$ cat config.mk
export PLATFORM = sky130hd
export DESIGN_NAME = uart_receiver
export DESIGN_NICKNAME = d
export VERILOG_FILES = /design/src/rtl/uart_pkg.sv /design/src/rtl/uart_rx_sync.sv /design/src/rtl/uart_receiver.sv
export SDC_FILE = /design/constraint.sdc
export NUM_CORES = 1
export LEC_CHECK = 0
export CAP_MARGIN = 20
export CORE_MARGIN = 4
export CORE_UTILIZATION = 40
export CTS_CLUSTER_DIAMETER = 40
export DETAILED_ROUTE_END_ITERATION = 8
export PLACE_DENSITY = 0.71
export SETUP_SLACK_MARGIN = 0.15
export SLEW_MARGIN = 20
export SYNTH_ARGS = -nofsm -noshare
export SYNTH_HDL_FRONTEND = slang
export SYNTH_HIERARCHICAL = 1
export SYNTH_SLANG_ARGS = --single-unit
$ cat constraint.sdc
create_clock -name clk -period 2.75 [get_ports clk]
set_input_delay 0.55 -clock clk [delete_from_list [all_inputs] [get_ports clk]]
set_output_delay 0.55 -clock clk [all_outputs]
set_load 0.005 [all_outputs]
$ cat src/rtl/uart_pkg.sv
`default_nettype none
// ============================================================================
//  Module      : uart_pkg
//  Description : UART shared types, frame constants and baud-period helper.
//  Revision    : 1.0  initial release
// ============================================================================
package uart_pkg;

    typedef enum logic [2:0] {
        RX_IDLE    = 3'd0,
        RX_START   = 3'd1,
        RX_DATA    = 3'd2,
        RX_PARITY  = 3'd3,
        RX_STOP    = 3'd4,
        RX_WAIT_HI = 3'd5
    } uart_rx_state_t;

    localparam int UART_FRAME_BITS = 8;

    function automatic int baud_period(input int clk_freq, input int baud);
        return clk_freq / baud;
    endfunction

endpackage
`default_nettype wire

$ cat src/rtl/uart_rx_sync.sv
`default_nettype none
// ============================================================================
//  Module      : uart_rx_sync
//  Description : Two-flop synchronizer for the idle-high UART line.
//  Revision    : 1.0  initial release
// ============================================================================
module uart_rx_sync (
    input  logic clk,
    input  logic reset_n,
    input  logic i_async,
    output logic o_sync
);

    logic r_meta;
    logic r_sync;

    // Reset to 1 so a reset never looks like a start bit.
    always_ff @(posedge clk or negedge reset_n) begin
        if (!reset_n) begin
            r_meta <= 1'b1;
            r_sync <= 1'b1;
        end else begin
            r_meta <= i_async;
            r_sync <= r_meta;
        end
    end

    assign o_sync = r_sync;

endmodule
`default_nettype wire

$ cat src/rtl/uart_receiver.sv
`default_nettype none
// ============================================================================
//  Module      : uart_receiver
//  Description : 8N1 UART receiver (8E1 when UART_RX_PARITY_EN is defined)
//                with one-entry valid/ready holding register.
//  Revision    : 1.0  initial release
// ============================================================================
module uart_receiver #(
    parameter int CLK_FREQ   = 100_000_000,
    parameter int BAUD_RATE  = 9600,
    parameter int DATA_WIDTH = 4
) (
    input  logic                  clk,
    input  logic                  reset_n,
    input  logic                  rx_in,
    output logic [7:0]            rx_data,
    output logic                  rx_valid,
    input  logic                  rx_ready,
    output logic                  frame_err,
    output logic                  parity_err,
    output logic                  overrun,
    output logic                  busy,
    output logic [DATA_WIDTH-1:0] status_leds
);
    import uart_pkg::*;

    localparam int c_BAUD_PERIOD = baud_period(CLK_FREQ, BAUD_RATE);
    localparam int c_HALF_PERIOD = c_BAUD_PERIOD / 2;
    localparam int c_CNT_W       = (c_BAUD_PERIOD > 1) ? $clog2(c_BAUD_PERIOD) : 1;

    localparam logic [c_CNT_W-1:0] c_BAUD_LAST = c_CNT_W'(c_BAUD_PERIOD - 1);
    localparam logic [c_CNT_W-1:0] c_HALF_LAST = c_CNT_W'(c_HALF_PERIOD - 1);
    localparam logic [2:0]         c_LAST_BIT  = 3'(UART_FRAME_BITS - 1);

    localparam logic [2:0] c_S_IDLE    = RX_IDLE;
    localparam logic [2:0] c_S_START   = RX_START;
    localparam logic [2:0] c_S_DATA    = RX_DATA;
`ifdef UART_RX_PARITY_EN
    localparam logic [2:0] c_S_PARITY  = RX_PARITY;
`endif
    localparam logic [2:0] c_S_STOP    = RX_STOP;
    localparam logic [2:0] c_S_WAIT_HI = RX_WAIT_HI;

    logic                  w_rx_s;
    logic [2:0]            r_state;
    logic [c_CNT_W-1:0]    r_baud_cnt;
    logic [2:0]            r_bit_cnt;
    logic [7:0]            r_shift;
    logic                  r_commit;
    logic                  r_frame_err;
    logic [7:0]            r_rx_data;
    logic                  r_rx_valid;
    logic                  r_overrun;
    logic [DATA_WIDTH-1:0] r_leds;
`ifdef UART_RX_PARITY_EN
    logic                  r_parity_bad;
    logic                  r_parity_err;
`endif

    uart_rx_sync u_sync (
        .clk     (clk),
        .reset_n (reset_n),
        .i_async (rx_in),
        .o_sync  (w_rx_s)
    );

    // Frame sequencer: r_commit marks a good stop bit; delivery happens next cycle.
    always_ff @(posedge clk or negedge reset_n) begin
        if (!reset_n) begin
            r_state      <= c_S_IDLE;
            r_baud_cnt   <= '0;
            r_bit_cnt    <= '0;
            r_shift      <= '0;
            r_commit     <= 1'b0;
            r_frame_err  <= 1'b0;
`ifdef UART_RX_PARITY_EN
            r_parity_bad <= 1'b0;
            r_parity_err <= 1'b0;
`endif
        end else begin
            r_commit    <= 1'b0;
            r_frame_err <= 1'b0;
`ifdef UART_RX_PARITY_EN
            r_parity_err <= 1'b0;
`endif
            case (r_state)
                c_S_IDLE: begin
                    r_baud_cnt <= '0;
                    if (!w_rx_s) r_state <= c_S_START;
                end
                c_S_START: begin
                    if (r_baud_cnt == c_HALF_LAST) begin
                        r_baud_cnt <= '0;
                        r_bit_cnt  <= '0;
`ifdef UART_RX_PARITY_EN
                        r_parity_bad <= 1'b0;
`endif
                        r_state    <= w_rx_s ? c_S_IDLE : c_S_DATA;
                    end else begin
                        r_baud_cnt <= r_baud_cnt + c_CNT_W'(1);
                    end
                end
                c_S_DATA: begin
                    if (r_baud_cnt == c_BAUD_LAST) begin
                        r_baud_cnt <= '0;
                        r_shift    <= {w_rx_s, r_shift[7:1]};
                        r_bit_cnt  <= r_bit_cnt + 3'd1;
                        if (r_bit_cnt == c_LAST_BIT) begin
`ifdef UART_RX_PARITY_EN
                            r_state <= c_S_PARITY;
`else
                            r_state <= c_S_STOP;
`endif
                        end
                    end else begin
                        r_baud_cnt <= r_baud_cnt + c_CNT_W'(1);
                    end
                end
`ifdef UART_RX_PARITY_EN
                c_S_PARITY: begin
                    if (r_baud_cnt == c_BAUD_LAST) begin
                        r_baud_cnt   <= '0;
                        r_parity_bad <= (^r_shift) ^ w_rx_s;
                        r_state      <= c_S_STOP;
                    end else begin
                        r_baud_cnt <= r_baud_cnt + c_CNT_W'(1);
                    end
                end
`endif
                c_S_STOP: begin
                    if (r_baud_cnt == c_BAUD_LAST) begin
                        r_baud_cnt <= '0;
                        // A bad stop bit outranks a parity mismatch.
                        if (!w_rx_s) begin
                            r_frame_err <= 1'b1;
                            r_state     <= c_S_WAIT_HI;
                        end
`ifdef UART_RX_PARITY_EN
                        else if (r_parity_bad) begin
                            r_parity_err <= 1'b1;
                            r_state      <= c_S_IDLE;
                        end
`endif
                        else begin
                            r_commit <= 1'b1;
                            r_state  <= c_S_IDLE;
                        end
                    end else begin
                        r_baud_cnt <= r_baud_cnt + c_CNT_W'(1);
                    end
                end
                c_S_WAIT_HI: begin
                    r_baud_cnt <= '0;
                    if (w_rx_s) r_state <= c_S_IDLE;
                end
                default: begin
                    r_baud_cnt <= '0;
                    r_state    <= c_S_IDLE;
                end
            endcase
        end
    end

    // Holding register: a commit may refill in the same cycle the old byte is taken.
    always_ff @(posedge clk or negedge reset_n) begin
        if (!reset_n) begin
            r_rx_data  <= '0;
            r_rx_valid <= 1'b0;
            r_overrun  <= 1'b0;
            r_leds     <= '0;
        end else begin
            r_overrun <= 1'b0;
            if (r_commit) begin
                if (!r_rx_valid || rx_ready) begin
                    r_rx_data  <= r_shift;
                    r_rx_valid <= 1'b1;
                    r_leds     <= r_shift[DATA_WIDTH-1:0];
                end else begin
                    r_overrun <= 1'b1;
                end
            end else if (r_rx_valid && rx_ready) begin
                r_rx_valid <= 1'b0;
            end
        end
    end

    assign rx_data     = r_rx_data;
    assign rx_valid    = r_rx_valid;
    assign frame_err   = r_frame_err;
    assign overrun     = r_overrun;
    assign status_leds = r_leds;
    assign busy        = (r_state != c_S_IDLE);
`ifdef UART_RX_PARITY_EN
    assign parity_err  = r_parity_err;
`else
    assign parity_err  = 1'b0;
`endif

endmodule
`default_nettype wire

---- Yosys cells after proc, flatten, opt, wreduce, memory -nomap -nowiden ----
Index checks and enable logic that the tools add are counted.
operators by class
  eq/ne operators ......................... 14
  multiplexer cells ....................... 26
  add/sub/neg operators ................... 2
  reductions and logical operators ........ 13
operators with widths
  operator                 number
  $mux W14                 2
  $pmux W14 S2             1
  $mux W3                  9
  $pmux W3 S5              1
  $add A14 B1 Y14 const B  1
  $eq A14 B13 Y1 const B   1
  $eq A14 B14 Y1 const B   1
  $mux W1                  11
  $ne A2 B2 Y1 const B     5
  $eq A3 B3 Y1 const B     3
  $pmux W3 S2              1
  $reduce_and A2 Y1        3
  $reduce_and A6 Y1        1
  $ne A2 B1 Y1 const B     2
  $reduce_bool A2 Y1       2
  $add A3 B1 Y3 const B    1
  $eq A3 B1 Y1 const B     1
  $eq A3 B2 Y1 const B     1
  $logic_not A3 Y1         1
  $reduce_and A3 Y1        1
  $reduce_bool A3 Y1       1
  $mux W2                  1
  $reduce_or A2 Y1         1
  $logic_and A1 B1 Y1      1
  other kinds (2)          2
storage, ports and cells
  output and inout bits ................... 17
  input port bits ......................... 4
  register bits after elaboration ......... 46
  word-level logic and storage cells ...... 67

---- Longest topological paths before layout ----
  word-level depth ........................ 4
  depth in mapped cells ................... 7

---- Cells and area by module ----
Netlist, hierarchy kept.
by module, submodules not included
  module         instances  area an instance (um^2)  cells an instance  seq. area each (um^2)
  uart_receiver  1          1845.5                   161                1001.0
  uart_rx_sync   1          52.6                     2                  52.6

---- Worst setup path after synthesis ----
Ideal clock, no wire load.
  path kind ............................... reg-to-reg
  start point ............................. register r_baud_cnt[6]
  end point ............................... register r_state[0]
  cell stages (with the launch flop) ...... 6
  setup time .............................. 0.128 ns
  arrival ................................. 2.094 ns
  clock period less this slack ............ 2.222 ns
  buffers on the path ..................... 0
  path slack .............................. 0.528 ns
  cells stage by stage .................... dfrtp_1 -> or4b_4 -> nor4_4 -> o22ai_1 -> a211oi_2 -> mux2_1
between the ends
  longest elaborated chain between the ends .. 3
  elaborated cells on any way between the ends .. 6
  classes of those cells .................. eq/ne (5); reduce/logical (1)
RTL lines
  item                                                     line                                                             text
  from (decl)                                              uart_receiver.sv:46                                              logic [c_CNT_W-1:0] r_baud_cnt;
  from (signal assigned)                                   uart_receiver.sv:100                                             r_baud_cnt <= r_baud_cnt + c_CNT_W'(1);
  from (signal assigned)                                   uart_receiver.sv:116                                             r_baud_cnt <= r_baud_cnt + c_CNT_W'(1);
  from (signal assigned)                                   uart_receiver.sv:149                                             r_baud_cnt <= r_baud_cnt + c_CNT_W'(1);
  $eq A14 B14 Y1 / $eq A14 B13 Y1 (equally long branches)  uart_receiver.sv:104, uart_receiver.sv:131, uart_receiver.sv:92
  $ne A2 B2 Y1 (no source line)                            --
  $reduce_and A6 Y1 (no source line) (*)                   --
  to (signal assigned)                                     uart_receiver.sv:112                                             r_state <= c_S_STOP;
  to (signal assigned)                                     uart_receiver.sv:136                                             r_state <= c_S_WAIT_HI;
  to (signal assigned)                                     uart_receiver.sv:146                                             r_state <= c_S_IDLE;
  to (decl)                                                uart_receiver.sv:45                                              logic [2:0] r_state;
Mark *: on every way between the ends. The rest lies on a longest branch, timed or not.
A chain may end at the register's enable or synchronous reset.

---- Worst setup path in the final report ----
Same ends and word-level chain as after synthesis.

==> results.ini <==
[worst_setup_path]
cp.buffers_inverters = 0
crit_family = simple AND/OR/NAND/NOR gates
worst_setup_path_end_kind = flip-flop
cp_max_fo = 7
start_kind = flip-flop
rr_startpoint = r_baud_cnt[6]
r2r_cells = 5
cp.arrival_ps = 2550
crit_cells = 5
r2r_setup_slack_ps = 370
cp_slowest_cell = or4b_4
cp_cell_sequence = or4b_4 -> nor4_4 -> o22ai_1 -> a211oi_2 -> mux2_1
r2r-end = r_state[0]
path_class = flip-flop to flip-flop
cpPeakStageDelay_ps = 570
cp.required_ps = 2920

[die]
rows = 24
num_io_pins = 21
die_x_um = 76.9
fp.dieArea_sq_um = 5910
die-height_um = 76.9
start_util = 0.424
core_sq_um = 4470

[hold_path]
hold_start = u_sync/r_meta
hold_path_class = flip-flop to flip-flop
min_to = u_sync/o_sync
hold_depth = 0

[placed_design]
place_ws_ps = 382
dp_hpwl_mm = 2.12
place_area_sq_um = 2100
routabilityCongestion = 0.795
port_buffers = 19

[power]
power.leakage_uw = 0.00103
p_int_uw = 802
p_comb_frac = 0.015
ir_worst_vdd_mv = 0.241
powerDensity_nw_per_um2 = 469
p_seq_frac = 0.606
swShare = 0.218
clockPowerShare = 0.379
switchingPower_uw = 224

[detailed_routing]
vias = 1209
wire_per_inst_um = 13.0
routed_wirelength_mm = 3.05
post-route-drc-count = 0
drtAntennaViolNets = 0
first_pass_iters = 4
via_per_inst = 5.14
drt_iter0_markers = 108

[finish]
layout-drive-gt1-share = 0.186
fillers = 401
postLayoutCoreUtil = 0.489
fin_area_sq_um = 2190
syn2layout_area_growth_pct = 15.4
n_antenna_cell = 0
nets = 189

[clock_tree]
clk_latency_ps = 290
post_cts_buffers = 0
ctsHoldBuffers = 0
cts_root_buf = clkbuf_8
clock_path_buffers = 2
ctsResizeCount = 0
h-tree-depth = 2
cts_buffers = 5
cts_tree = yes
clk_pin_slew_ps = 80
clkSinkCount = 42

[timing]
fin_ws_ps = 372
slew_violations = 0
finalCriticalPeriod_ps = 2380
slew_headroom = 0.400
hold_viol_final = 0
whs_ps = 358
final.period_utilization = 0.865
max_freq_mhz = 421
worstMarginPinSlew_ps = 900
setup_viol = 0
grt_setup_unrepaired = false
tns_ps = 0
clock_skew_ps = 9.25

[run_status]
outcome = completed

[synth]
syn_nets = 170
netlist_instances = 163
async_flop_share = 1.00
synth_cell_type_count = 39
ys.flop_type = dfrtp_1
synth-seq-area-share = 0.555
synth.avg_cell_area_sq_um = 11.6
netlist_area_sq_um = 1900
netlist.area_leader.share = 0.527
ys_ff_latch = 42
synth_edf_count = 0
yosysWarnings = 6
synth_common_cells = dfrtp_1, nor2_1, mux2_2
synthTopCellsByArea = dfrtp_1, mux2_2, nor2_1, xor2_1, dfstp_2
yosysMostFrequentCell = dfrtp_1
yosysTopAreaCell = dfrtp_1

[grt]
grt_first_pass_wirelength_mm = 5.39
grt_use_total = 0.115
antenna_found_initial = 0
grt-ovfl-total = 0
grt_pass1_vias = 1150
grt_max_degree = 43

[job]
drv_cap = 0

==> through the flow <==
step	std cells	total power (uW)
detailed placement	227	651
CTS	235	1040
global route	235	1080
finish	235	1030
floorplan	163	636
global placement	227	651
==> power groups by stage <==
stage,clock network [uW],logic (uW),registers (uW)
2_1_floorplan,0,2.24,633
3_3_place_gp,0,16.8,634
3_5_place_dp,0,17.1,634
4_1_cts,405,17.0,622
5_1_grt,434,18.8,622
6_report,389,15.6,622
==> flip-flops by register name, summed over array words and instances, names as in the netlist <==
register and flops:
rx_data 8, frame_err 1, r_commit 1, rx_valid 1
overrun 1, u_sync/r_meta 1, r_state 3, r_bit_cnt 3
r_shift 8, r_baud_cnt 14, u_sync/o_sync 1
==> final cells by class <==
class | instances | area, sq um | share of cell area
inverter | 5 | 18.8 | 0.00857
clock inverter | 2 | 13.8 | 0.00629
timing repair buffer | 20 | 193 | 0.0880
sequential | 42 | 1050 | 0.481
tap | 52 | 65.1 | 0.0297
clock buffer | 6 | 72.6 | 0.0331
multi-input combinational | 108 | 773 | 0.353
==> placed cells by master, fill, tap and decap left out, types with 2 or more instances in the layout <==
cell / n
dfrtp_1: 40
nor2_1: 22
clkdlybuf4s50_1: 18
mux2_2: 17
nand2_1: 12
nand3_1: 8
xor2_1: 7
xnor2_1: 6
inv_1: 5
clkbuf_8: 5
nor3_1: 4
nor2b_1: 3
ha_1: 3
a22o_1: 2
dfstp_2: 2
==> logic make-up after synthesis <==
group,Yosys count,synth area share
xor+xnor,13,0.0600
simple gates,62,0.174
other cells,1,0.00198
buf+inv,13,0.0376
fa+ha+maj,3,0.0198
compound gates,11,0.0448
flops,42,0.555
mux,18,0.107
==> worst reg2reg max path, delay by kind of cell, from the launching register on <==
family,cells,cell delay [ps]
multiplexers,1,340
flip-flops,1,440
AND/OR/NAND/NOR,2,1070
AO/OA/AOI/OAI,2,420
==> how the worst max path moves through the flow <==
stage	from	end
3_3_place_gp	r_baud_cnt[6]	r_state[0]
6_report	r_baud_cnt[6]	r_state[0]
2_1_floorplan	r_baud_cnt[6]	r_state[0]
3_5_place_dp	r_baud_cnt[6]	r_state[0]
5_1_grt	r_baud_cnt[6]	r_state[0]
4_1_cts	r_baud_cnt[6]	r_state[0]
==> per-layer routing <==
metal | vias to the layer above | wire, um | global-route usage
met5 | - | 0 | 0
met1 | 586 | 1440 | 0.144
met4 | 0 | 47 | 0.0634
met2 | 31 | 1400 | 0.172
li1 | 587 | - | -
met3 | 5 | 158 | 0.0433
Power figures use the tool's default switching activity.
